[config.mk]
export PLATFORM = sky130hd
export DESIGN_NAME = input_debounce
export DESIGN_NICKNAME = d
export VERILOG_FILES = /design/src/rtl/debounce_pkg.sv /design/src/rtl/sync_chain.sv /design/src/rtl/input_debounce.sv
export SDC_FILE = /design/constraint.sdc
export NUM_CORES = 1
export LEC_CHECK = 0
export BUFFER_PORTS_ARGS = -buffer_cell sky130_fd_sc_hd__buf_2
export CAP_MARGIN = 20
export CORE_AREA = 2 2 39 41
export CTS_BUF_LIST = sky130_fd_sc_hd__clkbuf_4
export DETAILED_ROUTE_END_ITERATION = 8
export DIE_AREA = 0 0 41 43
export HOLD_SLACK_MARGIN = 0.02
export PLACE_DENSITY_LB_ADDON = 0.05
export REMOVE_ABC_BUFFERS = 1
export SLEW_MARGIN = 20
export SYNTH_ARGS = -nofsm -noshare
export SYNTH_HDL_FRONTEND = slang
export SYNTH_SLANG_ARGS = --single-unit
[constraint.sdc]
create_clock -name clk -period 1.8 [get_ports clk]
set_clock_uncertainty 0.1 [all_clocks]
set_input_delay 0 -clock clk [delete_from_list [all_inputs] [get_ports clk]]
set_output_delay 0 -clock clk [all_outputs]
set_load 0.005 [all_outputs]
[src/rtl/debounce_pkg.sv]
// Shared types and constants for the input debouncer.
// Glitch counting is enabled by defining DEBOUNCE_GLITCH_CNT_EN.
package debounce_pkg;

   typedef enum logic {
      ST_STABLE  = 1'b0,
      ST_QUALIFY = 1'b1
   } state_t;

   localparam int GLITCH_CNT_W = 8;

endpackage

[src/rtl/sync_chain.sv]
// Plain flop chain bringing an asynchronous bit into the clk domain.
module sync_chain #(
   parameter int   STAGES    = 2,
   parameter logic RESET_VAL = 1'b0
) (
   input  logic clk,
   input  logic rst,
   input  logic d,
   output logic q
);

   logic [STAGES-1:0] sync_reg;

   always_ff @(posedge clk or posedge rst) begin
      if (rst) begin
         sync_reg <= {STAGES{RESET_VAL}};
      end else begin
         sync_reg <= {sync_reg[STAGES-2:0], d};
      end
   end

   assign q = sync_reg[STAGES-1];

endmodule

[src/rtl/input_debounce.sv]
// Synchronizes and debounces a bouncing input; dout follows only levels held
// for DEBOUNCE_CYCLES samples. Optional macro: DEBOUNCE_GLITCH_CNT_EN.
module input_debounce
   import debounce_pkg::*;
#(
   parameter int   SYNC_STAGES     = 2,
   parameter int   DEBOUNCE_CYCLES = 16,
   parameter logic RESET_LEVEL     = 1'b0
) (
   input  logic                    clk,
   input  logic                    rst,
   input  logic                    din,
   output logic                    dout,
   output logic                    busy,
   output logic [GLITCH_CNT_W-1:0] glitch_cnt
);

   localparam int CNT_W = $clog2(DEBOUNCE_CYCLES + 1);
   localparam logic [CNT_W-1:0] CNT_LAST = CNT_W'(DEBOUNCE_CYCLES - 1);

   if (SYNC_STAGES < 2 || SYNC_STAGES > 4) begin : g_bad_sync
      $error("input_debounce: SYNC_STAGES must be in 2..4");
   end
   if (DEBOUNCE_CYCLES < 2 || DEBOUNCE_CYCLES > 65535) begin : g_bad_cycles
      $error("input_debounce: DEBOUNCE_CYCLES must be in 2..65535");
   end

   logic             s;
   state_t           state_reg, state_next;
   logic [CNT_W-1:0] cnt_reg, cnt_next;
   logic             dout_reg, dout_next;

   sync_chain #(
      .STAGES    (SYNC_STAGES),
      .RESET_VAL (RESET_LEVEL)
   ) u_sync (
      .clk (clk),
      .rst (rst),
      .d   (din),
      .q   (s)
   );

   always_ff @(posedge clk or posedge rst) begin
      if (rst) begin
         state_reg <= ST_STABLE;
         cnt_reg   <= '0;
         dout_reg  <= RESET_LEVEL;
      end else begin
         state_reg <= state_next;
         cnt_reg   <= cnt_next;
         dout_reg  <= dout_next;
      end
   end

   always_comb begin
      state_next = state_reg;
      cnt_next   = cnt_reg;
      dout_next  = dout_reg;
      case (state_reg)
         ST_STABLE: begin
            if (s != dout_reg) begin
               state_next = ST_QUALIFY;
               cnt_next   = CNT_W'(1);
            end else begin
               cnt_next = '0;
            end
         end
         ST_QUALIFY: begin
            if (s == dout_reg) begin
               // Input bounced back before qualifying: drop it.
               state_next = ST_STABLE;
               cnt_next   = '0;
            end else if (cnt_reg == CNT_LAST) begin
               dout_next  = s;
               state_next = ST_STABLE;
               cnt_next   = '0;
            end else begin
               cnt_next = cnt_reg + CNT_W'(1);
            end
         end
      endcase
   end

   assign dout = dout_reg;
   assign busy = (state_reg == ST_QUALIFY);

`ifdef DEBOUNCE_GLITCH_CNT_EN
   logic                    glitch_evt;
   logic [GLITCH_CNT_W-1:0] glitch_reg;

   assign glitch_evt = (state_reg == ST_QUALIFY) && (s == dout_reg);

   always_ff @(posedge clk or posedge rst) begin
      if (rst) begin
         glitch_reg <= '0;
      end else if (glitch_evt && (glitch_reg != {GLITCH_CNT_W{1'b1}})) begin
         glitch_reg <= glitch_reg + GLITCH_CNT_W'(1);
      end
   end

   assign glitch_cnt = glitch_reg;
`else
   assign glitch_cnt = '0;
`endif

endmodule

Word level (Yosys, flattened, before mapping)
Index checks and enable logic that the tools add are counted.
Widths: inputs -> output; s select.
Storage, ports and cells
  input port bits: 3
  bits in registers: 9
  word-level logic and storage cells: 19
Operators by class
  add/sub/neg operators: 1
  bitwise operators: 2
  equal/unequal tests: 3
  reduce and logical (&&, ||, !) cells: 1
  multiplexer cells: 8
Operator list (count)
  $mux 5: 2
  $pmux 5 s2: 1
  $add 5x1->5 const B: 1
  $eq 5x4->1 const B: 1
  $mux 1: 4
  $reduce_and 3->1: 1
  $not 1->1: 2
  $pmux 1 s2: 1
  $eq 1x1->1: 1
  $ne 1x1->1: 1

Longest topological paths before layout
Gate-level depths: netlist of the first run.
  depth after elaboration: 4
  depth in mapped cells: 4
  mapped depth without buffers: 4

Cells and area by module
Synthesis of the first run repeated with hierarchy kept, for this count alone.
Unflattened totals
  cell total of the unflattened synthesis: 38
  area, all modules: 426.7 um2
Modules (own cells, without submodules)
  input_debounce: times used 1, sequential area each 175.2 um2, cells an instance 35, area each 372.9 um2
  sync_chain: times used 1, sequential area each 50.0 um2, cells an instance 3, area each 53.8 um2

Least setup slack after synthesis of the first run
Ideal clock, no wire load.
  kind: register to register
  start: register cnt_reg[0]
  end: register dout_reg, in the netlist dout
  required time: 1573 ps
  library setup time: 127 ps
  arrival time: 1127 ps
  clock period less this slack: 1355 ps
  path buffers: 0
  cell stages (with the launch flop): 5
  setup slack: 445 ps
  path through: dfrtp_1 ha_1 nand4b_2 nor2_4 mux2_1
On the way
  cells in the longest elaborated chain, start to end: 2
RTL lines
  start, declared: line input_debounce.sv:30  | logic [CNT_W-1:0] cnt_reg, cnt_next;
  start signal, assigned: line input_debounce.sv:50  | cnt_reg <= cnt_next;
  $eq 5x4->1: line input_debounce.sv:73  | end else if (cnt_reg == CNT_LAST) begin
  $reduce_and 3->1 (no source line)
  end signal, assigned: line input_debounce.sv:51  | dout_reg <= dout_next;
  end, declared: line input_debounce.sv:31  | logic dout_reg, dout_next;
Every way passes these cells.
A chain may end at the register's enable or synchronous reset.

Worst setup path in the final report of the first run
Same ends and word-level chain as after synthesis.

==> flow_metrics.py, run 1 <==
metrics = {
    "floorplan": {
        "rows": 14,
        "initial_core_util": 0.309,
        "fp.dieH_um": 43,
        "die_w_um": 41,
        "dieArea_um2": 1760,
        "io_pins": 13,
        "core-area_um2": 1380,
    },
    "setup_path": {
        "cp-end-kind": "flop",
        "cp.arrival_ps": 1530,
        "r2r_slack_ps": 310,
        "worstSetupPathType": "reg -> reg",
        "cp_max_fo": 3,
        "crit_required_ps": 1840,
        "startpoint_type": "flop",
    },
    "synth": {
        "synth_area_leaders": "dfrtp_1 53%, buf_4 14%, and3_1 4.4%, xnor2_1 4.1%, nand4b_2 3.5%",
        "seq_area_frac_synth": 0.526,
        "ys.flop_type": "dfrtp_1",
        "syn_inst": 37,
        "synth_most_common_cell": "dfrtp_1",
        "synthTopCellsByCount": "9 x dfrtp_1, 8 x buf_4, 3 x and3_1, 3 x inv_1",
        "yosysTopAreaCellShare": 0.526,
        "ys_types": 16,
        "synth_edf_count": 0,
        "postSynthAreaPerCell_um2": 11.6,
        "synth_area_leader_cell": "dfrtp_1",
        "async_flop_share": 1.00,
        "ys_ff_latch": 9,
        "netlist_area_um2": 428,
        "ys_warn_count": 0,
    },
    "place": {
        "portBuffers": 4,
        "place_congestion": 0.636,
        "place_hpwl_um": 489,
    },
    "sta": {
        "setup_viol": 0,
        "report.final.slew_viol_count": 0,
        "finalSetupTns_ps": 0,
        "fmax_ghz": 0.671,
        "fin_crit_ps": 1490,
        "hold_violations": 0,
        "rsz0062_at_grt": "no",
        "period_share": 0.828,
    },
    "finish": {
        "fin_util": 0.350,
        "n_fill_cell": 147,
        "drive_gt1_frac": 0.217,
        "largest_register_ffs": 5,
        "num_antenna_cells": 0,
        "fin_nets": 51,
        "area_growth_syn_to_layout_pct": 13.2,
    },
    "routing": {
        "first_pass_iters": 3,
        "first_iter_violations": 1,
        "viasPerCell": 4.15,
        "wirelength_um": 620,
        "vias": 257,
        "drc": 0,
        "ant_nets": 0,
        "wl_per_cell_um": 10.0,
    },
    "power_and_ir_drop": {
        "peakVddDrop_mv": 0.348,
        "finalPower_mw": 0.408,
        "power.density_nw_per_um2": 842,
        "cellLeakagePower_nw": 0.278,
    },
    "global_routing": {
        "grt_max_degree": 10,
        "first_global_vias": 245,
        "grt_usage": 0.0946,
        "grt_overflow": 0,
        "grt_pass1_wl_um": 1050,
        "antenna_found_initial": 0,
    },
    "cts": {
        "h-tree-depth": 1,
        "clk_pin_slew_ps": 60,
        "post_cts_buffers": 0,
        "root_buffer": "clkbuf_4",
        "cts_buffer_depth": 2,
        "cts_sinks": 9,
        "cts_buffers": 3,
        "clkLatencyLatePin_ps": 260,
        "cts_tree": "yes",
    },
    "job": {
        "max_cap_violations": 0,
    },
    "outcome": {
        "status": "completed",
    },
    "min_path": {
        "hp-class": "in -> async",
    },
}
## layer usage
layer,GRT usage,part of all wire
met5,0,0
met4,0.100,0.023
met3,0.0157,0.068
met2,0.134,0.53
met1,0.107,0.38
## final timing paths
check | from | end | cells past startpoint
max in group asynchronous | rst | cnt_reg[1] | 3
worst min register to register | u_sync.sync_reg[0] | u_sync.sync_reg[1] | 0
worst max register to register | cnt_reg[0] | dout | 4
worst max-delay path | cnt_reg[0] | dout | 4
min in group clk | u_sync.sync_reg[0] | u_sync.sync_reg[1] | 0
worst min-delay path | rst | u_sync.sync_reg[0] | 3
## critical path: stages, from the launching register on
cell	delay (ps)
dfrtp_1	380
ha_1	240
nand4b_2	170
nor2_4	150
mux2_1	330
## report_power, final
part | switching (mW) | internal (mW)
Clock | 0.0696 | 0.100
Sequential | 0.00463 | 0.209
Combinational | 0.0148 | 0.00960
Total | 0.0890 | 0.319
## cell usage in the layout, fill, tap and decap left out, drive strengths merged
master and count:
and3 3, clkbuf 4, a211oi 1, dlygate4sd3 2, buf 4, nand4b 1, conb 8, inv 3
nor3 1, ha 1, nor2 2, mux2 1, xor2 1, nand3 2, xnor2 2, dfrtp 9
and2 1
## final cells by class
| cell class | instances | area, um2 | area share |
|---|---|---|---|
| Sequential cell | 9 | 225 | 0.465 |
| Multi-Input combinational cell | 24 | 158 | 0.326 |
| Timing Repair Buffer | 6 | 40.0 | 0.0827 |
| Clock buffer | 4 | 30.0 | 0.0620 |
| Tap cell | 16 | 20.0 | 0.0413 |
| Inverter | 3 | 11.3 | 0.0233 |
## per-stage QoR
step	cell area [um2]	hold WS, ps	instances	worst slack, ps
finish	484	132	62	309
global route	484	166	62	203
CTS	484	138	62	275
detailed placement	434	-126	56	294
global placement	434	-132	56	343
floorplan	394	-272	36	445
## what timing repair did
action | 4_1_cts | 5_1_grt
hold buffers | 2 | 0
hold endpoints to repair | 10 | 0
resized for setup | 0 | 0
## cells by family after synthesis
family                   synth area share
AO/OA/AOI/OAI                      0.0176
buffers and inverters               0.167
AND/OR/NAND/NOR                     0.164
other                             0.00876
adder cells (fa/ha/maj)            0.0292
flip-flops                          0.526
multiplexers                       0.0263
XOR/XNOR                           0.0614
Note: power is estimated with default switching activity, not from simulation.
==> run 2: changes to the inputs <==
--- a/config.mk
+++ b/config.mk
@@ -5,12 +5,13 @@
 export SDC_FILE = /design/constraint.sdc
 export NUM_CORES = 1
 export LEC_CHECK = 0
+export ABC_AREA = 1
 export BUFFER_PORTS_ARGS = -buffer_cell sky130_fd_sc_hd__buf_2
 export CAP_MARGIN = 20
-export CORE_AREA = 2 2 39 41
+export CORE_MARGIN = 2
+export CORE_UTILIZATION = 35
 export CTS_BUF_LIST = sky130_fd_sc_hd__clkbuf_4
 export DETAILED_ROUTE_END_ITERATION = 8
-export DIE_AREA = 0 0 41 43
 export HOLD_SLACK_MARGIN = 0.02
 export PLACE_DENSITY_LB_ADDON = 0.05
 export REMOVE_ABC_BUFFERS = 1
==> constraint.sdc (replaced) <==
create_clock -name clk -period 1.45 [get_ports clk]
set_clock_uncertainty 0.1 [all_clocks]
set_input_delay 0 -clock clk [delete_from_list [all_inputs] [get_ports clk]]
set_output_delay 0 -clock clk [all_outputs]
set_load 0.005 [all_outputs]
==> run 2 against run 1 <==
Fmax rose by 23%. Clock-buffer cell count did not move. Routed wire length rose by 3.4%. Power rose by 23%. Clock power rose by 20%. Worst setup slack got worse by 75 ps. Final area rose by 5.7%. Synthesized area rose by 6.7%. Sequential power rose by 25%. Die area fell by 8.7%. Highest routed layer is now met3. Critical path type unchanged. Largest power group unchanged.
==> flow_metrics.py, run 2 <==
metrics = {
    "sta": {
        "setup_viol": 0,
        "rsz0062_at_grt": "no",
        "period_share": 0.838,
        "hold_ws_ps": 136,
        "fin_crit_ps": 1220,
        "fmax_ghz": 0.823,
        "finalSetupTns_ps": 0,
        "report.final.slew_viol_count": 0,
        "hold_violations": 0,
    },
    "min_path": {
        "hp-class": "in -> async",
    },
    "synth": {
        "synth_most_common_cell": "nand2_1",
        "ys_ff_latch": 9,
        "yosysTopAreaCellShare": 0.493,
        "synth_area_leader_cell": "dfrtp_1",
        "synth_edf_count": 0,
        "ys.flop_type": "dfrtp_1",
        "netlist_area_um2": 457,
        "seq_area_frac_synth": 0.493,
        "postSynthAreaPerCell_um2": 8.78,
        "synth_area_leaders": "dfrtp_1 49%, buf_4 13%, nand2_1 8.2%, inv_1 6.6%, nor2_1 3.3%",
        "ys_types": 14,
        "async_flop_share": 1.00,
        "syn_inst": 52,
        "ys_warn_count": 0,
        "synthTopCellsByCount": "10 x nand2_1, 9 x dfrtp_1, 8 x buf_4, 8 x inv_1, 4 x nor2_1",
    },
    "setup_path": {
        "crit_required_ps": 1500,
        "cp-end-kind": "flop",
        "startpoint_type": "flop",
        "worstSetupPathType": "reg -> reg",
        "cp.arrival_ps": 1260,
        "cp_max_fo": 4,
        "r2r_slack_ps": 230,
    },
    "global_routing": {
        "grt_usage": 0.108,
        "grt_pass1_wl_um": 1030,
        "grt_max_degree": 10,
        "grt_overflow": 0,
        "first_global_vias": 272,
        "antenna_found_initial": 0,
    },
    "floorplan": {
        "die_w_um": 40.1,
        "io_pins": 13,
        "fp.dieH_um": 40.1,
        "rows": 13,
        "dieArea_um2": 1610,
        "core-area_um2": 1250,
        "initial_core_util": 0.365,
    },
    "cts": {
        "cts_buffers": 3,
        "cts_sinks": 9,
        "root_buffer": "clkbuf_4",
        "post_cts_buffers": 0,
        "clk_pin_slew_ps": 60,
        "cts-resized-gates": 0,
        "cts_tree": "yes",
        "h-tree-depth": 1,
        "clkLatencyLatePin_ps": 250,
        "hold_buffers": 2,
        "cts_buffer_depth": 2,
    },
    "routing": {
        "first_iter_violations": 4,
        "drc": 0,
        "wl_per_cell_um": 8.43,
        "wirelength_um": 641,
        "viasPerCell": 4.16,
        "ant_nets": 0,
        "vias": 316,
        "first_pass_iters": 4,
    },
    "finish": {
        "final_area_um2": 512,
        "num_antenna_cells": 0,
        "final_cell_mix": "10 x nand2_1, 9 x dfrtp_1, 8 x inv_1, 8 x conb_1",
        "area_growth_syn_to_layout_pct": 12.1,
        "layout_commonest_cell": "nand2_1",
        "drive_gt1_frac": 0.213,
        "largest_register_ffs": 5,
        "fin_nets": 66,
    },
    "outcome": {
        "status": "completed",
    },
    "place": {
        "portBuffers": 4,
        "placed_area_um2": 462,
        "place_hpwl_um": 533,
        "place_congestion": 0.674,
    },
    "power_and_ir_drop": {
        "power.density_nw_per_um2": 983,
        "peakVddDrop_mv": 0.396,
        "cellLeakagePower_nw": 0.281,
    },
    "job": {
        "max_cap_violations": 0,
    },
}
==> run 2: critical path: stages, from the launching register on <==
cell and delay (ps):
dfrtp_1 400, ha_1 200, nand2_2 80, nor2_4 120, nand3_2 90, nand2_1 70, nand2_1 50
==> run 2: worst paths after layout <==
check	endpoint	start	cells after the start
setup reg to reg	dout	cnt_reg[0]	6
setup / recovery	dout	cnt_reg[0]	6
max in group asynchronous	cnt_reg[1]	rst	3
hold / removal	cnt_reg[3]	rst	3
hold reg to reg	u_sync.sync_reg[1]	u_sync.sync_reg[0]	0
min in group clk	u_sync.sync_reg[1]	u_sync.sync_reg[0]	0
==> run 2: per-layer routing <==
layer / wire length [um] / track usage / vias to the layer above
met2: 330 / 0.181 / 11
met1: 268 / 0.0922 / 142
met4: 0 / 0.103 / 0
li1: - / - / 163
met3: 42 / 0.0500 / 0
met5: 0 / 0 / -
==> run 2: power breakdown <==
| part | internal (mW) | switching (mW) |
|---|---|---|
| clock | 0.124 | 0.0800 |
| combinational | 0.0122 | 0.0197 |
| sequential | 0.259 | 0.00765 |
==> run 2: cell type report <==
type                    instances  area, um2
fillers                       135        741
flip-flops and latches          9        225
multi-input cells              33        161
repair buffers                  6       40.0
inverters                       9       36.3
clock buffers                   4       30.0
well taps                      15       18.8
==> run 2: kinds of logic after synthesis <==
family                   synth area share
AND/OR/NAND/NOR                     0.260
buffers and inverters               0.211
flip-flops                          0.493
adder cells (fa/ha/maj)            0.0274
other                             0.00821
==> run 2: through the flow <==
step | total power, mW | cells | util | setup WS [ps]
after floorplan | 0.290 | 51 | - | 333
after global placement | 0.298 | 70 | 0.369 | 241
after detailed placement | 0.300 | 70 | 0.369 | 232
after CTS | 0.517 | 76 | 0.409 | 225
after global routing | 0.538 | 76 | 0.409 | 137
final | 0.503 | 76 | 0.409 | 235
